<file path="src/rtl/pattern_sequencer_pkg.sv">
// pattern_sequencer_pkg: shared state/direction types and fade limits for the pattern sequencer
package pattern_sequencer_pkg;
  typedef enum logic [1:0] {SHOW, FADE_OUT, SWAP, FADE_IN} state_t;
  typedef enum logic {DIR_NEXT, DIR_PREV} dir_t;
  localparam logic [1:0] FADE_MAX = 2'd3;
endpackage

</file>
<file path="src/rtl/pattern_sequencer_if.sv">
// pattern_sequencer_if: control inputs and pattern/fade outputs of the sequencer
interface pattern_sequencer_if #(parameter int SEL_W = 2);
  logic vsync;
  logic paused;
  logic auto_en;
  logic next_req;
  logic prev_req;
  logic [SEL_W-1:0] pattern_sel;
  logic [1:0] fade_level;
  logic switch_pulse;
  logic busy;
  modport master (output vsync, paused, auto_en, next_req, prev_req,
                  input pattern_sel, fade_level, switch_pulse, busy);
  modport slave (input vsync, paused, auto_en, next_req, prev_req,
                 output pattern_sel, fade_level, switch_pulse, busy);
endinterface

</file>
<file path="src/rtl/pattern_sequencer_edge_detect.sv">
// edge_detect: single-cycle pulse on a rising or falling edge; IDLE is the reset level so no edge follows reset
module edge_detect #(
  parameter bit FALLING = 1'b0,
  parameter bit IDLE = 1'b1
) (
  input  logic clk,
  input  logic rst,
  input  logic d,
  output logic pulse
);
  logic q;
  always_ff @(posedge clk) q <= rst ? IDLE : d;
  assign pulse = FALLING ? (q & ~d) : (d & ~q);
endmodule

</file>
<file path="src/rtl/pattern_sequencer.sv">
// pattern_sequencer: frame-counted dwell/manual pattern stepping wrapped in fade-out, swap, fade-in
module pattern_sequencer
  import pattern_sequencer_pkg::*;
#(
  parameter int NUM_PATTERNS = 3,
  parameter int SEL_W = 2,
  parameter int DWELL_FRAMES = 300,
  parameter int FADE_STEP_FRAMES = 4
) (
  input logic clk,
  input logic rst,
  pattern_sequencer_if.slave bus
);
  localparam logic [SEL_W-1:0] SEL_LAST = SEL_W'(NUM_PATTERNS - 1);
  localparam logic [15:0] DWELL_LAST = 16'(DWELL_FRAMES - 1);
  localparam logic [7:0] STEP_LAST = 8'(FADE_STEP_FRAMES - 1);
  state_t state, state_n;
  dir_t dir, dir_n, pend_dir, pend_dir_n;
  logic pend, pend_n;
  logic [SEL_W-1:0] sel, sel_n;
  logic [1:0] fade, fade_n;
  logic pulse, pulse_n;
  logic [15:0] dwell, dwell_n;
  logic [7:0] step, step_n;
  logic tick, next_edge, prev_edge, step_done;
  edge_detect #(.FALLING(1'b1), .IDLE(1'b1)) u_vsync (.clk(clk), .rst(rst), .d(bus.vsync), .pulse(tick));
  edge_detect #(.FALLING(1'b0), .IDLE(1'b1)) u_next (.clk(clk), .rst(rst), .d(bus.next_req), .pulse(next_edge));
  edge_detect #(.FALLING(1'b0), .IDLE(1'b1)) u_prev (.clk(clk), .rst(rst), .d(bus.prev_req), .pulse(prev_edge));
  assign step_done = step == STEP_LAST;
  always_ff @(posedge clk)
    if (rst) begin
      state <= SHOW;
      dir <= DIR_NEXT;
      pend_dir <= DIR_NEXT;
      pend <= 1'b0;
      sel <= '0;
      fade <= '0;
      pulse <= 1'b0;
      dwell <= '0;
      step <= '0;
    end else begin
      state <= state_n;
      dir <= dir_n;
      pend_dir <= pend_dir_n;
      pend <= pend_n;
      sel <= sel_n;
      fade <= fade_n;
      pulse <= pulse_n;
      dwell <= dwell_n;
      step <= step_n;
    end
  always_comb begin
    state_n = state;
    dir_n = dir;
    pend_dir_n = pend_dir;
    pend_n = pend;
    sel_n = sel;
    fade_n = fade;
    pulse_n = 1'b0;
    dwell_n = dwell;
    step_n = step;
    if (state == SHOW && (next_edge || prev_edge)) begin
      pend_n = 1'b1;
      pend_dir_n = next_edge ? DIR_NEXT : DIR_PREV;
    end
    unique case (state)
      SHOW:
        if (tick) begin
          if (pend) begin
            state_n = FADE_OUT;
            dir_n = pend_dir;
          end else if (!bus.paused) begin
            if (dwell != DWELL_LAST) dwell_n = dwell + 16'd1;
            else if (bus.auto_en) begin
              state_n = FADE_OUT;
              dir_n = DIR_NEXT;
            end
          end
        end
      FADE_OUT:
        if (tick) begin
          step_n = step_done ? 8'd0 : step + 8'd1;
          if (step_done && fade == FADE_MAX) state_n = SWAP;
          else if (step_done) fade_n = fade + 2'd1;
        end
      SWAP: begin
        sel_n = (dir == DIR_NEXT) ? ((sel == SEL_LAST) ? '0 : sel + 1'b1)
                                  : ((sel == '0) ? SEL_LAST : sel - 1'b1);
        pulse_n = 1'b1;
        state_n = FADE_IN;
      end
      FADE_IN:
        if (tick) begin
          step_n = step_done ? 8'd0 : step + 8'd1;
          if (step_done && fade == 2'd0) begin
            state_n = SHOW;
            dwell_n = '0;
            pend_n = 1'b0;
          end else if (step_done) fade_n = fade - 2'd1;
        end
    endcase
  end
  assign bus.pattern_sel = sel;
  assign bus.fade_level = fade;
  assign bus.switch_pulse = pulse;
  assign bus.busy = state != SHOW;
endmodule

</file>
<file path="src/flat_wrapper.sv">
// flat-port wrapper written by rule: the top's interface ports become plain ports
module pattern_sequencer_flat import pattern_sequencer_pkg::*;
#(
  parameter int NUM_PATTERNS = 3,
  parameter int SEL_W = 2,
  parameter int DWELL_FRAMES = 300,
  parameter int FADE_STEP_FRAMES = 4
)
  (clk, rst, bus_vsync, bus_paused, bus_auto_en, bus_next_req, bus_prev_req, bus_pattern_sel, bus_fade_level, bus_switch_pulse, bus_busy);
  pattern_sequencer_if #(.SEL_W(SEL_W)) bus_i ();
  input logic clk;
  input logic rst;
  input wire logic [$bits(bus_i.vsync)-1:0] bus_vsync;
  input wire logic [$bits(bus_i.paused)-1:0] bus_paused;
  input wire logic [$bits(bus_i.auto_en)-1:0] bus_auto_en;
  input wire logic [$bits(bus_i.next_req)-1:0] bus_next_req;
  input wire logic [$bits(bus_i.prev_req)-1:0] bus_prev_req;
  output wire logic [$bits(bus_i.pattern_sel)-1:0] bus_pattern_sel;
  output wire logic [$bits(bus_i.fade_level)-1:0] bus_fade_level;
  output wire logic [$bits(bus_i.switch_pulse)-1:0] bus_switch_pulse;
  output wire logic [$bits(bus_i.busy)-1:0] bus_busy;
  assign bus_i.vsync = bus_vsync;
  assign bus_i.paused = bus_paused;
  assign bus_i.auto_en = bus_auto_en;
  assign bus_i.next_req = bus_next_req;
  assign bus_i.prev_req = bus_prev_req;
  assign bus_pattern_sel = bus_i.pattern_sel;
  assign bus_fade_level = bus_i.fade_level;
  assign bus_switch_pulse = bus_i.switch_pulse;
  assign bus_busy = bus_i.busy;
  pattern_sequencer #(.NUM_PATTERNS(NUM_PATTERNS), .SEL_W(SEL_W), .DWELL_FRAMES(DWELL_FRAMES), .FADE_STEP_FRAMES(FADE_STEP_FRAMES)) u_core (.clk(clk), .rst(rst), .bus(bus_i));
endmodule
</file>
<file path="config.mk">
export PLATFORM = sky130hd
export DESIGN_NAME = pattern_sequencer_flat
export DESIGN_NICKNAME = d
export VERILOG_FILES = /design/src/rtl/pattern_sequencer_pkg.sv /design/src/rtl/pattern_sequencer_if.sv /design/src/rtl/pattern_sequencer_edge_detect.sv /design/src/rtl/pattern_sequencer.sv /design/src/flat_wrapper.sv
export SDC_FILE = /design/constraint.sdc
export NUM_CORES = 1
export LEC_CHECK = 0
export ABC_AREA = 1
export CORE_MARGIN = 10
export CORE_UTILIZATION = 30
export CTS_CLUSTER_DIAMETER = 40
export CTS_CLUSTER_SIZE = 14
export DETAILED_ROUTE_END_ITERATION = 16
export PLACE_DENSITY_LB_ADDON = 0.3
export SYNTH_ARGS = -nofsm -noshare
export SYNTH_HDL_FRONTEND = slang
export SYNTH_SLANG_ARGS = --single-unit
</file>
<file path="constraint.sdc">
create_clock -name clk -period 3.5 [get_ports clk]
set_clock_uncertainty 0.1 [all_clocks]
set_input_delay 0.35 -clock clk [delete_from_list [all_inputs] [get_ports clk]]
set_output_delay 0.35 -clock clk [all_outputs]
set_load 0.1 [all_outputs]
</file>
==> results.json <==
{
  "status": "complete, no violations",
  "p_clk_share_pct": 28.7,
  "dp_slack_ns": 1.187,
  "end_kind": "register",
  "grt_overflow_total": 0,
  "utilization_pct": 34.93,
  "relSlewSlack_pct": 33.30,
  "crit_type": "reg2reg",
  "via_count": 1962,
  "layout-drive-gt1-share_pct": 10.34,
  "timing.hold.ws_ns": 0.3524,
  "ys_async_sr_fraction_pct": 0,
  "fin_ws_ns": 1.168,
  "hold_violations": 0,
  "clockBufferDepth": 2,
  "fmax_ghz": 0.4287,
  "die_w_um": 105.6,
  "seq_area_frac_synth_pct": 33.73,
  "crit_required_ns": 3.58,
  "synthFlopType": "dfxtp_1",
  "cpLargestDelayFamily": "simple AND/OR/NAND/NOR gates",
  "syn_nets": 351,
  "synth-seq-cells": 37,
  "hold_class": "reg2reg",
  "p_switching_uw": 510.6,
  "grt_first_pass_wirelength_um": 8500,
  "crit_buf_inv": 1,
  "cts.sinks": 37,
  "avgViaCountPerCell": 4.389,
  "clk_latency_ns": 0.29,
  "min_from": "u_core.pend_dir$_SDFFE_PP0P_",
  "hold_buffers": 0,
  "r2r_start": "u_core.state[0]$_SDFFE_PP0P_",
  "rrSetupSlack_ns": 1.17,
  "grt_pass1_vias": 1995,
  "r2r-end": "u_core.dwell[4]$_SDFFE_PP0P_",
  "whs_path_depth": 2,
  "core_sq_um": 7176,
  "grt_max_degree": 21,
  "areaGrowthSynthToFinish_pct": 14.13,
  "clk_pin_slew_ns": 0.07,
  "tns_ns": 0,
  "ioPinCount": 13,
  "nets": 364,
  "numCtsBuffers": 5,
  "wl_per_cell_um": 10.30,
  "cts_tree": "yes",
  "p_leak_nw": 0.9837,
  "grt.total_usage_pct": 8.942,
  "cp_slowest_stage_delay_ns": 0.51,
  "tightestPinTransition_ns": 0.9973,
  "dieHeight_um": 105.6,
  "place_congestion": 0.8377,
  "cp_common_cell": "nor2_1",
  "htreeDepth": 2,
  "post_cts_resized": 0,
  "avgSynthCellArea_sq_um": 6.574,
  "cp_slowest_cell": "ha_1",
  "cp_cell_sequence": "ha_1, nor2_1, nor2_1, nand2_2, nor2_4, inv_2, o21ai_0, nor2_1",
  "ant_nets": 0,
  "place_hpwl_um": 3540,
  "dieArea_sq_um": 11140,
  "portBuffers": 12,
  "cts_setup_buffers": 0,
  "start_util_pct": 30.60,
  "rows": 31,
  "cell_internal_pwr_uw": 814.5,
  "synth_cells": 334,
  "power_frac_seq_pct": 36.4,
  "post-route-drc-count": 0,
  "finalSetupViolCount": 0,
  "cts_root_buf": "clkbuf_8",
  "finalCriticalPeriod_ns": 2.332,
  "synth.distinct_cells": 33,
  "swShare_pct": 38.53,
  "ir_worst_vdd_uv": 261.5,
  "antennaDiodeCount": 0,
  "timing.final.crit_share_pct": 66.64,
  "arrival_ns": 2.42,
  "crit_path_max_fanout": 20,
  "pwr-share-comb_pct": 34.9,
  "whs_endpoint": "u_core.pend_dir$_SDFFE_PP0P_",
  "ys_warn_count": 0,
  "synth-edff-count": 0,
  "maxCapViolations": 0,
  "start_kind": "register",
  "nFillCells": 788,
  "power.density_nw_per_um2": 528.8,
  "drv_slew": 0,
  "antenna_found_initial": 0,
  "drt_wl_total_um": 4606,
  "drtPass1Iterations": 4,
  "syn_area_sq_um": 2196,
  "rsz0062_at_grt": "false",
  "first_iter_violations": 90,
  "reg2reg_depth": 8
}
layout by cell type (no fill, tap or decap), drive strengths merged:
master,instances
o21ai,11
a21oi,24
nand3,21
a221oi,1
bufinv,1
inv,40
and2,1
xor2,6
clkinv,2
nand4,3
nand2,88
clkbuf,7
clkdlybuf4s50,11
ha,10
o21bai,1
dfxtp,37
nor2,71
nand3b,1
o211ai,1
buf,2
or2,1
xnor2,1
nor3,3
nor3b,4
cell usage after synthesis (all sizes together) (2+ instances only):
| library cell | count | area share [%] |
|---|---|---|
| a21oi | 24 | 6.3 |
| buf | 4 | 2.0 |
| clkbuf | 3 | 0.51 |
| clkinv | 2 | 0.34 |
| dfxtp | 37 | 34 |
| ha | 10 | 5.7 |
| inv | 40 | 6.8 |
| nand2 | 88 | 15 |
| nand3 | 21 | 5.0 |
| nand4 | 3 | 0.85 |
| nor2 | 71 | 14 |
| nor3 | 3 | 0.91 |
| nor3b | 4 | 1.4 |
| o21ai | 11 | 2.5 |
| xor2 | 6 | 2.4 |
how the worst max path moves through the flow:
stage	startpoint	endpoint	slack, ns	cells past startpoint
global placement	u_core.state[0]$_SDFFE_PP0P_	u_core.dwell[4]$_SDFFE_PP0P_	1.24	8
finish	u_core.state[0]$_SDFFE_PP0P_	u_core.dwell[4]$_SDFFE_PP0P_	1.17	8
floorplan	u_core.state[0]$_SDFFE_PP0P_	u_core.dwell[14]$_SDFFE_PP0P_	1.10	12
CTS	u_core.bus.fade_level[1]$_SDFFE_PP0P_	bus_fade_level[1]	1.14	1
global route	u_core.state[0]$_SDFFE_PP0P_	u_core.dwell[1]$_SDFFE_PP0P_	0.83	8
detailed placement	u_core.state[0]$_SDFFE_PP0P_	u_core.dwell[0]$_SDFFE_PP0P_	1.19	8
power by group through the flow:
stage	clock network [mW]	registers, mW	logic, mW
floorplan	0	0.559	0.327
global placement	0	0.491	0.458
detailed placement	0	0.493	0.463
CTS	0.399	0.483	0.464
global route	0.421	0.488	0.515
finish	0.380	0.482	0.462
cell families (layout without fill, tap and decap cells):
group,count (synthesis),count (layout),synth area share [%]
fa+ha+maj,10,10,5.698
buf+inv,49,63,9.687
xor+xnor,7,7,2.792
flops,37,37,33.73
simple gates,193,193,38.18
compound gates,38,38,9.915
tightest hold or removal path, cell delays in order, from the launching register on:
cell and delay (ns):
dfxtp_1 0.31, inv_1 0.05, a21oi_1 0.05
metal layers:
metal	part of all wire (%)	wire, um	vias to the layer above	track usage [%]
li1	-	-	1070	-
met3	3.2	148	2	2.558
met4	0.17	8	0	3.095
met5	0	0	-	0
met1	48	2205	872	10.07
met2	49	2244	18	15.78
per-stage QoR:
step	power [mW]	instance area, sq um	instances
4_1_cts	1.346	2506	447
6_report	1.325	2506	447
2_1_floorplan	0.8863	2196	334
3_3_place_gp	0.9482	2390	439
3_5_place_dp	0.9552	2390	439
5_1_grt	1.424	2506	447
flip-flops by register name, summed over array words and instances, names as in the netlist, 2 cells and up:
register / cells
u_core.state: 2
u_core.bus.pattern_sel: 2
u_core.bus.fade_level: 2
u_core.step: 8
u_core.dwell: 16
layout make-up:
type / count / area [sq um] / share of cell area, %
Clock buffer: 7 / 86.33 / 3.445
Multi-Input combinational cell: 248 / 1242 / 49.58
Timing Repair Buffer: 13 / 125.1 / 4.993
Sequential cell: 37 / 740.7 / 29.56
Tap cell: 99 / 123.9 / 4.943
Inverter: 42 / 157.7 / 6.291
Clock inverter: 1 / 30.03 / 1.198
Note: power is estimated with default switching activity, not from simulation.
